===== src/rtl/multizone_thermostat.sv =====
// Per-zone heat/cool hysteresis controller with minimum dwell time in active states.
// Optional sticky sensor-fault detection enabled by defining THERMO_FAULT_EN.
module multizone_thermostat #(
  parameter int unsigned ZONES     = 2,
  parameter int unsigned TEMP_W    = 5,
  parameter int unsigned HEAT_ON   = 18,
  parameter int unsigned HEAT_OFF  = 20,
  parameter int unsigned COOL_ON   = 22,
  parameter int unsigned COOL_OFF  = 20,
  parameter int unsigned MIN_DWELL = 4
) (
  input  logic                    clk,
  input  logic                    rst_n,
  input  logic [ZONES*TEMP_W-1:0] temp,
  input  logic [ZONES-1:0]        temp_valid,
  input  logic [ZONES-1:0]        zone_en,
  input  logic                    fault_clr,
  output logic [ZONES-1:0]        heating,
  output logic [ZONES-1:0]        cooling,
  output logic [ZONES-1:0]        fault
);

  localparam int unsigned DW_W = (MIN_DWELL > 0) ? $clog2(MIN_DWELL + 1) : 1;

  localparam logic [1:0] IDLE    = 2'd0;
  localparam logic [1:0] HEATING = 2'd1;
  localparam logic [1:0] COOLING = 2'd2;

  // Threshold ordering must leave a non-empty band between heating and cooling.
  if (!(HEAT_ON < HEAT_OFF && HEAT_OFF <= COOL_OFF && COOL_OFF < COOL_ON &&
        64'(COOL_ON) < (64'd1 << TEMP_W) && ZONES >= 1 && ZONES <= 8)) begin : g_param_check
    $fatal(1, "multizone_thermostat: illegal parameter set");
  end

  logic [1:0]      state_q [ZONES];
  logic [1:0]      state_d [ZONES];
  logic [DW_W-1:0] cnt_q   [ZONES];
  logic [DW_W-1:0] cnt_d   [ZONES];
  logic [ZONES-1:0] heat_d;
  logic [ZONES-1:0] cool_d;
  logic [ZONES-1:0] flt;

`ifdef THERMO_FAULT_EN
  logic [ZONES-1:0] fault_q;
  logic [ZONES-1:0] fault_d;
  logic [ZONES-1:0] bad;

  // A rail-value sample from an enabled zone is treated as a broken sensor.
  always_comb begin
    bad = '0;
    for (int z = 0; z < ZONES; z++) begin
      bad[z] = temp_valid[z] && zone_en[z] &&
               ((temp[z*TEMP_W +: TEMP_W] == '0) || (temp[z*TEMP_W +: TEMP_W] == '1));
    end
    fault_d = (fault_q & ~{ZONES{fault_clr}}) | bad;
    flt     = fault_q | bad;
  end

  always_ff @(posedge clk or negedge rst_n) begin
    if (!rst_n) fault_q <= '0;
    else        fault_q <= fault_d;
  end

  assign fault = fault_q;
`else
  logic unused_fault_clr;
  assign unused_fault_clr = fault_clr;
  assign flt   = '0;
  assign fault = '0;
`endif

  // Next-state and next-output decode for every zone.
  always_comb begin
    for (int z = 0; z < ZONES; z++) begin
      logic [TEMP_W-1:0] t;
      logic              v;
      logic              sat;
      t   = temp[z*TEMP_W +: TEMP_W];
      v   = temp_valid[z];
      sat = (cnt_q[z] == DW_W'(MIN_DWELL));

      state_d[z] = state_q[z];
      cnt_d[z]   = sat ? cnt_q[z] : cnt_q[z] + DW_W'(1);

      if (!zone_en[z] || flt[z]) begin
        state_d[z] = IDLE;
        cnt_d[z]   = '0;
      end else begin
        case (state_q[z])
          IDLE: begin
            cnt_d[z] = '0;
            if (v && t <= TEMP_W'(HEAT_ON))      state_d[z] = HEATING;
            else if (v && t >= TEMP_W'(COOL_ON)) state_d[z] = COOLING;
          end
          HEATING: begin
            if (v && t >= TEMP_W'(HEAT_OFF) && sat) begin
              state_d[z] = IDLE;
              cnt_d[z]   = '0;
            end
          end
          COOLING: begin
            if (v && t <= TEMP_W'(COOL_OFF) && sat) begin
              state_d[z] = IDLE;
              cnt_d[z]   = '0;
            end
          end
          default: begin
            state_d[z] = IDLE;
            cnt_d[z]   = '0;
          end
        endcase
      end

      heat_d[z] = (state_d[z] == HEATING);
      cool_d[z] = (state_d[z] == COOLING);
    end
  end

  always_ff @(posedge clk or negedge rst_n) begin
    if (!rst_n) begin
      for (int z = 0; z < ZONES; z++) begin
        state_q[z] <= IDLE;
        cnt_q[z]   <= '0;
      end
      heating <= '0;
      cooling <= '0;
    end else begin
      for (int z = 0; z < ZONES; z++) begin
        state_q[z] <= state_d[z];
        cnt_q[z]   <= cnt_d[z];
      end
      heating <= heat_d;
      cooling <= cool_d;
    end
  end

endmodule


===== config.mk =====
export PLATFORM = sky130hd
export DESIGN_NAME = multizone_thermostat
export DESIGN_NICKNAME = d
export VERILOG_FILES = /design/src/rtl/multizone_thermostat.sv
export SDC_FILE = /design/constraint.sdc
export NUM_CORES = 1
export LEC_CHECK = 0
export CAP_MARGIN = 20
export CORE_AREA = 2 2 51 53
export DETAILED_ROUTE_END_ITERATION = 8
export DIE_AREA = 0 0 53 55
export PLACE_DENSITY = 0.73
export SYNTH_ARGS = -nofsm -noshare
export SYNTH_HDL_FRONTEND = slang
export SYNTH_SLANG_ARGS = --single-unit

===== constraint.sdc =====
create_clock -name clk -period 1.5 [get_ports clk]
set_input_delay 0.225 -clock clk [delete_from_list [all_inputs] [get_ports clk]]
set_output_delay 0.225 -clock clk [all_outputs]
set_load 0.01 [all_outputs]

Word level (Yosys, flattened, before mapping)
Index checks and enable logic that the tools add are counted.
Widths: inputs -> output; s select.

storage, ports and cells
  memories = 0
  flip-flop bits (word level) = 14
  RAM bits = 0
  latch bits = 0
  bits in read-only memories = 0
  input port bits = 17

operators by class
  bitwise logic cells = 0
  $add $sub $neg = 2
  order comparisons = 8
  divide/modulo/power cells = 0
  shift-type cells = 0
  eq/ne operators = 10
  multiply operators = 0
  reductions and logical operators = 14
  mux-type cells = 22

operators with widths
  kind                 count
  $mux 3               8
  $ge 5x5->1 const B   4
  $le 5x5->1 const B   4
  $mux 2               10
  $logic_and 1x1->1    12
  $pmux 2 s3           2
  $pmux 3 s2           2
  $eq 2x1->1 const B   4
  $eq 2x2->1 const B   4
  $add 3x1->3 const B  2
  $eq 3x3->1 const B   2
  $logic_not 2->1      2

Depth between registers and ports, before layout
  depth in word-level cells = 7
  gate-level depth with buffers = 7
  mapped depth without buffers = 7

Worst setup path before layout
Ideal clock, no wire load.

  path kind = reg2reg
  start = register cnt_q[3] in the netlist's numbering
  end = register heating[0]
  required time = 1379 ps
  period minus slack after synthesis = 1546 ps
  library setup time = 121 ps
  setup slack = -46 ps
  path buffers = 0
  stages on the path, launching flop included = 8
  data arrival time = 1425 ps
  path through = dfrtp_1 inv_1 ha_1 nand2_2 nor4bb_4 o21ai_2 nor2_2 and4b_1

between the ends
  cells in the longest elaborated chain, start to end = 6
  elaborated cells on any way between the ends = 8

ends and longest elaborated chain
  element                                      line     RTL
  start: declaration                           37       logic [DW_W-1:0] cnt_q [ZONES];
  start signal: indexed assignment             130      cnt_q[z] <= cnt_d[z];
  $eq 3x3->1 (*)                               80       sat = (cnt_q[z] == DW_W'(MIN_DWELL));
  $logic_and 1x1->1, on equally long branches  102, 96
  $mux 2, on equally long branches             102, 96
  $pmux 2 s3 (*)                               89       case (state_q[z])
  $mux 2 (*)                                   85       if (!zone_en[z] || flt[z]) begin
  $eq 2x1->1 (*)                               114      heat_d[z] = (state_d[z] == HEATING);
  named net heat_d[0]                          39       logic [ZONES-1:0] heat_d;
  end signal: assignment                       132      heating <= heat_d;
  end: declaration                             18       output logic [ZONES-1:0] heating,

The timed path passes the listed nets; every way through them passes the cells marked *.

Worst setup path in the final report
  start = register cnt_q[4] in the netlist's numbering
  end = register heating[0]

Same word-level chain as after synthesis.

==> summary.json <==
{
  "cts": {
    "clkSinkCount": 14,
    "worst_skew_pair.late_latency_ns": 0.27,
    "numCtsBuffers": 3,
    "cts.clk_slew.worst_paths_ns": 0.08,
    "cts-hold-fix-buffers": 0,
    "cts_htree_levels": 1,
    "cts_tree": "yes",
    "clk_root_buffer_cell": "sky130_fd_sc_hd__clkbuf_4",
    "clock_tree.buffer_depth": 2
  },
  "critical_path": {
    "critical_path.reg2reg.endpoint": "heating[0]",
    "timing.critical_path.slowest_stage_cell": "sky130_fd_sc_hd__dfrtp_1",
    "crit_path_cell_trace": "inv_2, ha_4, nand2_4, nor4bb_4, o21ai_2, nor2_2, and4b_1",
    "critPathCaptureType": "flip-flop",
    "r2r_start": "cnt_q[4]",
    "timing.critical_path.arrival_ns": 1.73,
    "r2r_cells": 7,
    "timing.critical_path.fanout_max": 5,
    "worst-path-buf-inv": 1,
    "reg2reg_slack_ns": -0.07,
    "cp.required_ns": 1.65,
    "worst-setup-path-type": "reg -> reg",
    "worstSetupStartpointType": "flip-flop",
    "crit_path_max_incr_delay_ns": 0.40,
    "worstSetupPathDepth": 7,
    "crit_family": "simple AND/OR/NAND/NOR gates",
    "startpoint_of_the_most_critical_setup_path": "cnt_q[4]"
  },
  "cells_and_area": {
    "antennaDiodeCount": 0,
    "stdcell_count": 195,
    "layout_commonest_cell": "sky130_fd_sc_hd__buf_4",
    "nets": 196,
    "multiInputGateArea_sq_um": 746,
    "area_growth_syn_to_layout_pct": 60.5,
    "final_layout_size_suffix_gt1_share_pct": 34.5,
    "area.sequential_sq_um": 350,
    "filler_cell_count": 200,
    "mostFrequentLayoutCells": "sky130_fd_sc_hd__buf_4 (26), sky130_fd_sc_hd__clkdlybuf4s50_1 (19), sky130_fd_sc_hd__dfrtp_1 (14)"
  },
  "timing": {
    "final.period_utilization_pct": 105,
    "finalHoldViolCount": 0,
    "number_of_failing_setup_endpoints_in_the_final_timing_report": 10,
    "finalMaxSlewViolations": 0,
    "period_needed_ns": 1.57,
    "worst_slack_ns": -0.0740,
    "fmax_mhz": 635,
    "rsz0062_at_grt": "yes",
    "tightestPinTransition_ns": 0.594,
    "final.setup_skew_ns": 0.00781,
    "final.setup.tns_ns": -0.459,
    "tightest_slew_margin_relative_to_the_limit_pct": 60.3
  },
  "routing": {
    "avgRoutedWirePerCell_microns": 13.5,
    "firstDrtPassIters": 4,
    "route.detailed.vias_per_inst": 5.16,
    "vias": 1007,
    "drtIter0Drc": 8,
    "remaining_drc_errors": 0,
    "detail-route-antenna-nets": 0,
    "route.final.wire_length_mm": 2.64
  },
  "flow_run": {
    "drv_cap": 0
  },
  "grt": {
    "first_global_vias": 970,
    "antenna_found_initial": 0,
    "track_usage_pct": 18.4,
    "first_pass_grt_wire_length_mm": 3.85,
    "use_met2_pct": 37.7,
    "grt-busiest-layer": "met2",
    "grt.overflow.total": 0,
    "globalRouteMet3Util_pct": 1.88,
    "met1_global_route_usage_pct": 17.5,
    "maximum_number_of_pins_on_one_net_before_global_route_repair": 15
  },
  "floorplanning": {
    "die_w_microns": 53,
    "fp.dieArea_sq_um": 2920,
    "row_count": 18,
    "io_pins": 23,
    "die_height_microns": 55,
    "floorplan.initialDensity_pct": 42.6,
    "core_area_sq_um": 2360
  },
  "logic_synthesis": {
    "yosys_register_bits": 14,
    "netlist_instances": 115,
    "netlist-cell-type-count": 33,
    "syn-mean-instance-area_sq_um": 8.76,
    "netlist_area_sq_um": 1010,
    "yosysSeqAreaShare_pct": 34.8,
    "number_of_warning_messages_in_the_yosys_log": 0
  },
  "pwr": {
    "highest_ir_drop_seen_on_vdd_v": 0.000459,
    "power.density_nw_per_um2": 592,
    "leakage_nw": 0.707
  },
  "outcome": {
    "outcome": "finished with violations",
    "failed_checks": "setup timing"
  },
  "placement": {
    "place.detailed.hpwl_mm": 1.86,
    "port_buffer_count": 19,
    "gp_routability_congestion": 0.792,
    "place.detailed.instances": 185
  },
  "min_path": {
    "hold_class": "in -> async"
  }
}
power by group:
part           internal, mW  switching, mW  total [mW]
clock                0.0927          0.105       0.197
combinational         0.182          0.174       0.357
sequential            0.395        0.00865       0.403
cell families (layout without fill, tap and decap cells):
logic type,after synthesis,after routing,share of synthesized area [%]
compound gates,29,29,19.1
buf+inv,13,62,5.59
simple gates,43,43,22.5
mux,1,1,0.994
xor+xnor,2,2,1.74
flops,14,14,34.8
other cells,1,2,0.372
fa+ha+maj,12,12,14.9
per-stage QoR:
| stage | total power, mW | hold slack [ns] | area (sq um) | setup WS (ns) | util, % |
|---|---|---|---|---|---|
| after floorplan | 0.548 | -0.0706 | 1020 | -0.0179 | - |
| after global placement | 0.695 | 0.600 | 1400 | -0.213 | 59.2 |
| after detailed placement | 0.706 | 0.616 | 1400 | -0.263 | 59.2 |
| after CTS | 0.931 | 0.349 | 1530 | -0.0941 | 64.7 |
| after global routing | 1.02 | 0.363 | 1620 | -0.167 | 68.4 |
| final | 0.957 | 0.326 | 1620 | -0.0740 | 68.4 |
repair_timing:
item                       CTS  global route
resized for setup           15            15
pin swaps                   10            11
setup endpoints to repair   13            14
buffers inserted             5             2
area by class of cell:
cell class              count  area share (%)
flip-flops and latches     14            21.7
clock buffers               3            1.39
well taps                  30            2.32
repair buffers             48            25.9
multi-input cells          89            46.1
inverters                  11            2.55
per-layer routing:
metal,wire (microns),vias to the layer above
li1,-,499
met1,1030,479
met2,1500,25
met3,62,4
met4,43,0
met5,0,-
synthesized netlist by cell type, drive strengths merged:
cell type / n / area (sq um)
o311ai: 1 / 16.3
o21ai: 11 / 58.8
ha: 12 / 150
buf: 2 / 15.0
nor4bb: 1 / 25.0
a21boi: 1 / 7.51
conb: 1 / 3.75
nand3: 7 / 35.0
xnor2: 2 / 17.5
nand2b: 2 / 12.5
nand3b: 1 / 7.51
mux2i: 1 / 10.0
o21bai: 1 / 7.51
nand4b: 1 / 8.76
nor2b: 1 / 6.26
dfrtp: 14 / 350
nor3: 4 / 20.0
inv: 11 / 41.3
a21oi: 6 / 30.0
a211o: 1 / 8.76
o2bb2ai: 1 / 8.76
nand4: 1 / 6.26
o21a: 3 / 22.5
o31ai: 1 / 12.5
a31oi: 2 / 12.5
nor2: 13 / 51.3
and4b: 1 / 10.0
nand2: 11 / 43.8
a211oi: 1 / 7.51
sequential cells by signal, summed over array words and instances (netlist names):
signal / flops
cnt_q: 6
state_q: 4
cooling: 2
heating: 2
worst max-delay path by stage:
stage	endpoint	slack, ns
floorplan	heating[0]	-0.02
global placement	heating[1]	-0.21
detailed placement	heating[1]	-0.26
CTS	heating[0]	-0.09
global route	heating[0]	-0.17
finish	heating[0]	-0.07
Power figures use the tool's default switching activity.
